--- src/rtl/seq_magnitude_comparator.sv ---
// ---------------------------------------------------------------------------
// seq_magnitude_comparator
//
// Multi-cycle signed/unsigned magnitude comparator. The two operands are
// latched on an accepted start. They are then compared CHUNK bits per clock,
// starting with the most significant slice. The first slice that differs
// decides the result. With EARLY_EXIT=1 the compare stops at that slice.
// With EARLY_EXIT=0 all N = WIDTH/CHUNK slices are always scanned, which
// gives a fixed latency.
//
// Ports:
//   clk          clock, all state updates on rising edge
//   rst          synchronous active-high reset (aborts a running compare)
//   start        request, accepted only while idle
//   signed_mode  1 = two's-complement compare, 0 = unsigned (sampled w/ start)
//   a, b         WIDTH-bit operands (sampled with start)
//   busy         high while a compare is in progress
//   done         single-cycle pulse, g/l/e valid from this cycle
//   g, l, e      one-hot result A>B / A<B / A==B, held until the next done
// ---------------------------------------------------------------------------
module seq_magnitude_comparator #(
  parameter int WIDTH      = 32,
  parameter int CHUNK      = 8,
  parameter bit EARLY_EXIT = 1'b1
) (
  input  logic             clk,
  input  logic             rst,
  input  logic             start,
  input  logic             signed_mode,
  input  logic [WIDTH-1:0] a,
  input  logic [WIDTH-1:0] b,
  output logic             busy,
  output logic             done,
  output logic             g,
  output logic             l,
  output logic             e
);

  // Reject parameter combinations that cannot be sliced evenly.
  if (CHUNK < 1 || CHUNK > WIDTH || (WIDTH % CHUNK) != 0) begin : g_bad_params
    $error("seq_magnitude_comparator: WIDTH must be a multiple of CHUNK and 1 <= CHUNK <= WIDTH");
  end

  localparam int N    = WIDTH / CHUNK;
  localparam int IDXW = (N > 1) ? $clog2(N) : 1;

  localparam logic [IDXW-1:0]  LAST_IDX  = IDXW'(N - 1);
  localparam logic [IDXW-1:0]  ZERO_IDX  = {IDXW{1'b0}};
  localparam logic [CHUNK-1:0] MSB_MASK  = CHUNK'(1) << (CHUNK - 1);

  typedef enum logic [0:0] {
    IDLE = 1'b0,
    CMP  = 1'b1
  } state_t;

  state_t            state_r;
  logic [WIDTH-1:0]  a_r;
  logic [WIDTH-1:0]  b_r;
  logic              signed_r;
  logic [IDXW-1:0]   idx_r;
  logic              found_r;   // a differing slice has already been seen
  logic              gt_r;      // its direction (1 = A greater)

  logic [31:0]       shamt_s;
  logic [CHUNK-1:0]  flip_s;
  logic [CHUNK-1:0]  a_slice_s;
  logic [CHUNK-1:0]  b_slice_s;
  logic              differ_s;
  logic              slice_gt_s;
  logic              found_next_s;
  logic              gt_next_s;
  logic              last_s;
  logic              exit_s;

  // Current slice extraction and per-slice compare / exit decision.
  always_comb begin
    // Slice idx sits (N-1-idx) slices above the LSB. Shift it down and truncate.
    shamt_s   = 32'(LAST_IDX - idx_r) * 32'(CHUNK);
    a_slice_s = CHUNK'(a_r >> shamt_s);
    b_slice_s = CHUNK'(b_r >> shamt_s);

    // Offset-binary trick: flipping the sign bit of both operands turns a
    // two's-complement order into an unsigned order. Only the top slice
    // holds the sign bit.
    if (signed_r && (idx_r == ZERO_IDX)) begin
      flip_s = MSB_MASK;
    end else begin
      flip_s = {CHUNK{1'b0}};
    end

    differ_s   = ((a_slice_s ^ flip_s) != (b_slice_s ^ flip_s));
    slice_gt_s = ((a_slice_s ^ flip_s) >  (b_slice_s ^ flip_s));

    // A pending result from a more significant slice always wins.
    found_next_s = found_r | differ_s;
    if (found_r) begin
      gt_next_s = gt_r;
    end else begin
      gt_next_s = slice_gt_s;
    end

    last_s = (idx_r == LAST_IDX);
    exit_s = last_s | (EARLY_EXIT & differ_s);
  end

  // Control FSM with registered handshake and result flags.
  always_ff @(posedge clk) begin
    if (rst) begin
      state_r  <= IDLE;
      a_r      <= {WIDTH{1'b0}};
      b_r      <= {WIDTH{1'b0}};
      signed_r <= 1'b0;
      idx_r    <= ZERO_IDX;
      found_r  <= 1'b0;
      gt_r     <= 1'b0;
      busy     <= 1'b0;
      done     <= 1'b0;
      g        <= 1'b0;
      l        <= 1'b0;
      e        <= 1'b0;
    end else begin
      done <= 1'b0;
      case (state_r)
        IDLE: begin
          if (start) begin
            a_r      <= a;
            b_r      <= b;
            signed_r <= signed_mode;
            idx_r    <= ZERO_IDX;
            found_r  <= 1'b0;
            gt_r     <= 1'b0;
            busy     <= 1'b1;
            state_r  <= CMP;
          end else begin
            state_r  <= IDLE;
          end
        end
        CMP: begin
          // Any start seen here is dropped, because only IDLE samples start.
          if (exit_s) begin
            g       <= found_next_s &  gt_next_s;
            l       <= found_next_s & ~gt_next_s;
            e       <= ~found_next_s;
            done    <= 1'b1;
            busy    <= 1'b0;
            state_r <= IDLE;
          end else begin
            found_r <= found_next_s;
            gt_r    <= gt_next_s;
            idx_r   <= idx_r + IDXW'(1);
          end
        end
        default: begin
          busy    <= 1'b0;
          state_r <= IDLE;
        end
      endcase
    end
  end

endmodule
--- config.mk ---
export PLATFORM = sky130hd
export DESIGN_NAME = seq_magnitude_comparator
export DESIGN_NICKNAME = d
export VERILOG_FILES = /design/src/rtl/seq_magnitude_comparator.sv
export SDC_FILE = /design/constraint.sdc
export NUM_CORES = 1
export LEC_CHECK = 0
export ABC_CLOCK_PERIOD_IN_PS = 4000
export CORE_UTILIZATION = 34
export DETAILED_ROUTE_END_ITERATION = 16
export PLACE_DENSITY = 0.64
export SLEW_MARGIN = 15
export SYNTH_ARGS = -nofsm -noshare
export SYNTH_HDL_FRONTEND = slang
export SYNTH_SLANG_ARGS = --single-unit
--- constraint.sdc ---
create_clock -name clk -period 4 [get_ports clk]
set_input_delay 0.8 -clock clk [delete_from_list [all_inputs] [get_ports clk]]
set_output_delay 0.8 -clock clk [all_outputs]
set_load 0.005 [all_outputs]
Word level (Yosys, flattened, before mapping)
Cells that the tools add are included.
{"block": "word_totals", "in_bits": 68, "output_inout_bits": 5, "word_cells": 55, "ff_bits": 75}
{"block": "op_classes", "bitwise": 9, "mux": 17, "magnitude_cmp": 1, "n_eq_ne": 5, "shift": 2, "addsub": 2, "n_reduce_logical": 7}
{"cell": "32-bit by 32-bit right shift with 8-bit output", "count": 2}
{"cell": "8-bit XOR", "count": 2}
{"cell": "1-bit two-way mux", "count": 9}
{"cell": "8-bit > comparator", "count": 1}
{"cell": "8-bit two-way mux", "count": 1}
{"cell": "8-bit != test", "count": 1}
{"cell": "1-bit case mux with 2 select lines", "count": 4}
{"cell": "2-bit AND reduction", "count": 4}
{"cell": "2-bit two-way mux", "count": 2}
{"cell": "2-bit != test (second input constant)", "count": 2}
{"cell": "2-bit case mux with 2 select lines", "count": 1}
{"cell": "1-bit NOT", "count": 3}
{"cell": "2-bit by 2-bit subtractor with 3-bit output (first input constant)", "count": 1}
{"cell": "2-bit by 1-bit adder with 2-bit output (second input constant)", "count": 1}
{"cell": "1-bit AND", "count": 2}
{"cell": "2-bit equality test (second input constant)", "count": 1}
{"cell": "2-bit logical NOT", "count": 1}
{"cell": "2-bit by 1-bit != test with 1-bit output (second input constant)", "count": 1}
{"cell": "1-bit bitwise OR", "count": 2}
{"cell": "2-bit OR reduction", "count": 1}
{"cell": "1-bit logical AND", "count": 1}

Longest topological paths before layout
Gate-level depths: netlist of the first run.
{"block": "logic_depth", "word_depth": 8, "depth_mapped": 12, "ltp_nobuf": 10}

Worst setup path after synthesis of the first run
No wires, ideal clock.
{"block": "synth_timing", "path_type": "reg2reg", "from": "register idx_r[1]", "to": "register g", "t_arrival_ns": 2.260, "path_stages_with_launch": 10, "required_ns": 3.904, "setup_ns": 0.096, "period_less_slack_ns": 2.356, "setup_slack_ns": 1.644, "path_cell_list": "dfxtp_1 > buf_4 > buf_2 > mux4_2 > ha_1 > nand4_2 > o31ai_4 > and2b_1 > nand2_1 > o41ai_2"}
{"block": "synth_between", "elab_chain_cells": 7, "elab_cells_between_ends": 16, "cone_classes": "add/sub (1); order compare (1); eq/ne (2); shift (2); mux (2); bitwise (5); reduce/logical (3)"}
{"element": "from (decl)", "line": "60", "source": "logic [IDXW-1:0] idx_r;"}
{"element": "from (signal assigned)", "line": "150", "source": "idx_r <= idx_r + IDXW'(1);"}
{"element": "branches (longest 7 deep; another with 8-bit > comparator)"}
{"element": "to (signal assigned)", "line": "141", "source": "g <= found_next_s & gt_next_s;"}
{"element": "to (decl)", "line": "34", "source": "output logic g,"}
Several ways; the timed one is not identified.
A chain may end at the register's enable or synchronous reset.

Worst setup path in the final report of the first run
{"block": "layout_timing", "from": "register idx_r[0]", "to": "register g"}
The elaborated chain is that of the path after synthesis.

==> flow_summary.ini, run 1 <==
[clocking]
post-cts-setup-buffers = 0
cts_resized = 0
ctsHtreeMaxLevel = 3
clock_sinks = 75
cts_root_buffer = clkbuf_8
clock_latency_ps = 360
cts_tree = yes
cts_made_buffers = 9
clockBufferDepth = 2
clk_pin_slew_ps = 70
ctsHoldBuffers = 0

[sta]
fmax_ghz = 0.3388
worstMarginPinSlew_ps = 1063
period_share_pct = 73.79
tns_ps = 0
period_minus_slack_ps = 2952
clock_skew_ps = 7.665
rsz0062_at_grt = no
hold_viol = 0
maxSlewHeadroom_pct = 29.02
drv_slew = 0
setup_viol = 0

[detailed_routing]
dr.first_iter.drc_count = 115
drtAntennaViolNets = 0
wl_per_cell_um = 14.13
avgViaCountPerCell = 4.780
vias = 2739
drt_wl_total_um = 8095
dr.pass1.iters = 4
drc = 0

[die]
coreArea_um2 = 9328
dieArea_um2 = 10150
die_y_um = 100.8
num_rows = 35
die_w_um = 100.8
initial_core_util_pct = 35.56
io_pins = 73

[cells_and_area]
fin_nets = 517
fillers = 922
fin_util_pct = 46.51
area_growth_pct = 30.78
diodes = 0
drive_gt1_share_pct = 10.59

[global_route]
grt.total_usage_pct = 17.12
grt_max_degree = 43
grt-ovfl-total = 0
grt_pass1_wl_um = 13210
antenna_found_initial = 0
grt_pass1_vias = 2741

[setup_path]
cp-start-kind = flop
reg2reg_setup_slack_ps = 1050
critPathKind = flop to flop
crit_arrival_ps = 3210
cp_data_required_time_ps = 4250
cp-end-kind = flop
path_max_fanout = 20

[placement]
hpwl_um = 6003
gp_congestion = 0.7809
numPortBuffers = 72

[yosys]
ys_async_sr_fraction_pct = 0
synth_edf_count = 0
synth.distinct_cells = 33
ys_seq_elements = 75
ys.flop_type = dfxtp_1
synth.yosys.seq_area_share_pct = 45.27
syn_nets = 456
synth_commonest_cells = nand2_1, dfxtp_1, a21oi_1
synth_warnings = 0
syn_area_um2 = 3317
yosys-top-cells-area = dfxtp_1, nand2_1, a21oi_1
synth_area_leader_cell = dfxtp_1
synth_most_common_cell = nand2_1
synth_cells = 378
synth_top_area_share_pct = 45.27
avgSynthCellArea_um2 = 8.775

[min_path]
hp-class = flop to flop

[power_and_ir_drop]
ir_drop_uv = 220.1
p_leak_nw = 1.566
p_per_area_nw_per_um2 = 423.8

[status]
outcome = finished clean

[flow_run]
max-cap-violations = 0
-- cell type report --
type / instances / area, um2 / area share, %
clock buffer: 10 / 127.6 / 2.942
clock inverter: 6 / 113.9 / 2.625
inverter: 9 / 33.78 / 0.7788
multi-input combinational: 267 / 1647 / 37.96
sequential: 75 / 1501 / 34.61
tap: 129 / 161.4 / 3.721
timing repair buffer: 77 / 753.2 / 17.36
-- state kept, by name, indices dropped and copies added (netlist names) --
signal and cells:
a_r 32, b_r 32, idx_r 2, busy 1
done 1, e 1, found_r 1, g 1
gt_r 1, l 1, signed_r 1, state_r 1
-- path summary, 6_finish.rpt --
kind,from,endpoint,depth (start not counted)
max,idx_r[0],g,7
max reg2reg,idx_r[0],g,7
min reg2reg,b_r[30],b_r[30],2
min,b_r[30],b_r[30],2
-- power breakdown --
group | internal [W] | switching [W]
logic | 0.000157 | 0.000150
registers | 0.000797 | 0.0000374
clock network | 0.000415 | 0.000282
total | 0.00137 | 0.000469
-- cells by family after synthesis --
group	Yosys count	share of synthesized area, %
and+or+nand+nor	157	19.99
AOI/OAI and AO/OA	82	14.26
DFF	75	45.27
buffers and inverters	36	5.319
muxes	16	10.86
adders and majority gates	10	3.772
xor gates and xnor gates	2	0.5282
-- metrics by stage --
stage          setup slack [ps]  cells  total power, W  area [um2]  hold slack [ps]
5_1_grt                   827.3    573        0.001925        4338            475.1
3_3_place_gp               1112    557        0.001153        4096            439.0
6_report                   1048    573        0.001838        4338            455.2
4_1_cts                    1003    573        0.001855        4338            457.3
2_1_floorplan              1644    378        0.001038        3317            426.2
3_5_place_dp               1033    557        0.001162        4096            447.1
-- per-layer routing --
metal	part of all wire, %	routed length [um]	global-route usage, %	up-vias
li1	-	-	-	1389
met1	44	3544	20.66	1279
met2	50	4043	29.77	60
met3	4.6	370	3.883	11
met4	1.7	137	6.355	0
met5	0	0	0	-
-- worst max-delay path: stages (launching register included) --
cell and delay, ps:
dfxtp_1 1020, mux4_2 610, ha_1 380, nand4_4 190, o31ai_4 310, and2b_1 200
nand2_1 80, o41ai_2 50
-- layout by cell type, fill, tap and decap left out, types with 2 or more instances in the layout --
cell / instances
clkbuf_8: 9
bufinv_16: 3
nand2_1: 134
buf_4: 5
inv_1: 9
ha_1: 10
clkinvlp_4: 2
a21oi_1: 72
and2_1: 2
dfxtp_1: 75
nor2_1: 6
nor2b_1: 3
clkdlybuf4s50_1: 71
nand3_1: 3
mux4_2: 16
(Power assumes the default switching activity.)
==> run 2: changes to the inputs <==
--- a/config.mk
+++ b/config.mk
@@ -5,10 +5,10 @@
 export SDC_FILE = /design/constraint.sdc
 export NUM_CORES = 1
 export LEC_CHECK = 0
-export ABC_CLOCK_PERIOD_IN_PS = 4000
+export ABC_CLOCK_PERIOD_IN_PS = 2400
 export CORE_UTILIZATION = 34
 export DETAILED_ROUTE_END_ITERATION = 16
-export PLACE_DENSITY = 0.64
+export PLACE_DENSITY = 0.67
 export SLEW_MARGIN = 15
 export SYNTH_ARGS = -nofsm -noshare
 export SYNTH_HDL_FRONTEND = slang
==> constraint.sdc (replaced) <==
create_clock -name clk -period 2.4 [get_ports clk]
set_input_delay 0.48 -clock clk [delete_from_list [all_inputs] [get_ports clk]]
set_output_delay 0.48 -clock clk [all_outputs]
set_load 0.005 [all_outputs]
==> run 2 against run 1 <==
Final area rose by 3.6%. Sequential power increased by 65%. Sequential share of layout area decreased by 1.2 points. Final cell count grew 2.6%. Die area is the same. Utilization rose by 1.7 points. Clock power is 54% higher. Sequential cell count stayed put. Routed wire length shrank 2.6%. Via count is 2.0% higher. Fmax increased by 23%. First-iteration DRC count is 19% lower.
==> flow_summary.ini, run 2 (synthesized netlist as in run 1, its figures left out) <==
[placement]
gp_congestion = 0.8746
hpwl_um = 5991
numPortBuffers = 72
post_dp_cell_area_um2 = 4174
dp_slack_ps = -21.69

[setup_path]
critPathKind = flop to flop
path_max_fanout = 8
r2r-start = idx_r[1]
crit_path_end = idx_r[1]
cp_data_required_time_ps = 2680
crit_start = idx_r[1]
crit_arrival_ps = 2670
r2r_end = idx_r[1]
reg2reg_setup_slack_ps = 10
worstRegToRegCells = 9
cp-end-kind = flop
cp-start-kind = flop

[cells_and_area]
top_regs = a_r: 32 flops, b_r: 32 flops, idx_r: 2 flops
area_growth_pct = 35.46
fillers = 920
design_area_um2 = 4493
final_cell_mix = nand2_1, dfxtp_1, clkdlybuf4s50_1
fin_nets = 532
layout_commonest_cell = nand2_1
diodes = 0
multiInputGateArea_um2 = 1678
ff_latch_area_um2 = 1503
fin_util_pct = 48.17
drive_gt1_share_pct = 15.47

[sta]
period_minus_slack_ps = 2390
drv_slew = 0
holdWs_ps = 454.4
period_share_pct = 99.59
hold_viol = 0
fmax_ghz = 0.4184
maxSlewHeadroom_pct = 70.01
clock_skew_ps = 11.80
worstMarginPinSlew_ps = 449.3
rsz0062_at_grt = yes
tns_ps = 0
fin_ws_ps = 9.791
setup_viol = 0

[power_and_ir_drop]
ir_drop_uv = 316.8
p_leak_nw = 1.654
p_per_area_nw_per_um2 = 673.7

[clocking]
ctsHtreeMaxLevel = 3
clk_pin_slew_ps = 80
ctsHoldBuffers = 0
clockBufferDepth = 2
cts_root_buffer = clkbuf_8
clock_latency_ps = 360
clock_sinks = 75
cts_made_buffers = 9
cts_tree = yes

[die]
num_rows = 35
die_y_um = 100.8
coreArea_um2 = 9328
initial_core_util_pct = 35.56
die_w_um = 100.8
io_pins = 73
dieArea_um2 = 10150

[detailed_routing]
avgViaCountPerCell = 4.752
dr.first_iter.drc_count = 93
vias = 2794
drc = 0
wl_per_cell_um = 13.41
drt_wl_total_um = 7887
drtAntennaViolNets = 0
dr.pass1.iters = 4

[global_route]
grt-ovfl-total = 0
grt_pass1_vias = 2746
grt.total_usage_pct = 16.62
antenna_found_initial = 0
grt_max_degree = 42
grt_pass1_wl_um = 12810

[min_path]
hp-class = flop to flop

[status]
outcome = finished clean

[flow_run]
max-cap-violations = 0
## run 2: changes by cell type in the layout (fill, tap and decap cells not counted), sizes merged
cell and delta:
buf +15, bufinv -1, clkinvlp -1, clkinv +1, clkbuf -1, inv +2
## run 2: per-layer routing
layer / GRT usage, % / vias up / wire length, um
li1: - / 1425 / -
met1: 19.67 / 1300 / 3501
met2: 28.87 / 60 / 3924
met3: 5.062 / 9 / 368
met4: 5.128 / 0 / 92
met5: 0 / - / 0
## run 2: layout make-up
cell class | instances | share of cell area [%]
repair buffers | 92 | 19.91
clock inverters | 7 | 2.200
inverters | 9 | 0.7519
flip-flops and latches | 75 | 33.44
well taps | 129 | 3.592
multi-input cells | 267 | 37.34
clock buffers | 9 | 2.757
## run 2: worst max-delay path: stages (launching register included)
cell and delay [ps]:
dfxtp_2 340, buf_6 140, mux4_2 520, xor2_1 170
ha_1 350, nand4_4 160, nor3_4 270, buf_4 160
nand3_2 60, a21oi_2 150
## run 2: metrics by stage
| step | cells | total power (W) |
|---|---|---|
| 2_1_floorplan | 378 | 0.001730 |
| 3_3_place_gp | 564 | 0.001939 |
| 3_5_place_dp | 564 | 0.001954 |
| 4_1_cts | 583 | 0.003037 |
| 5_1_grt | 588 | 0.003190 |
| 6_report | 588 | 0.003027 |
## run 2: repair_timing
action	CTS	global route
endpoints found under the setup margin	5	7
pin swaps	2	6
gates resized for setup	1	9
buffers inserted	3	5
## run 2: power breakdown
part	internal (W)	switching, W
sequential	0.00133	0.0000534
clock	0.000592	0.000474
combinational	0.000303	0.000278
total	0.00222	0.000805
## run 2: worst min-delay path by stage
| stage | startpoint | endpoint | depth (start not counted) |
|---|---|---|---|
| after floorplan | gt_r | gt_r | 2 |
| after global placement | b_r[2] | b_r[2] | 2 |
| after global routing | gt_r | gt_r | 2 |
| after CTS | a_r[11] | a_r[11] | 2 |
| after detailed placement | b_r[21] | b_r[21] | 2 |
| final | b_r[21] | b_r[21] | 2 |
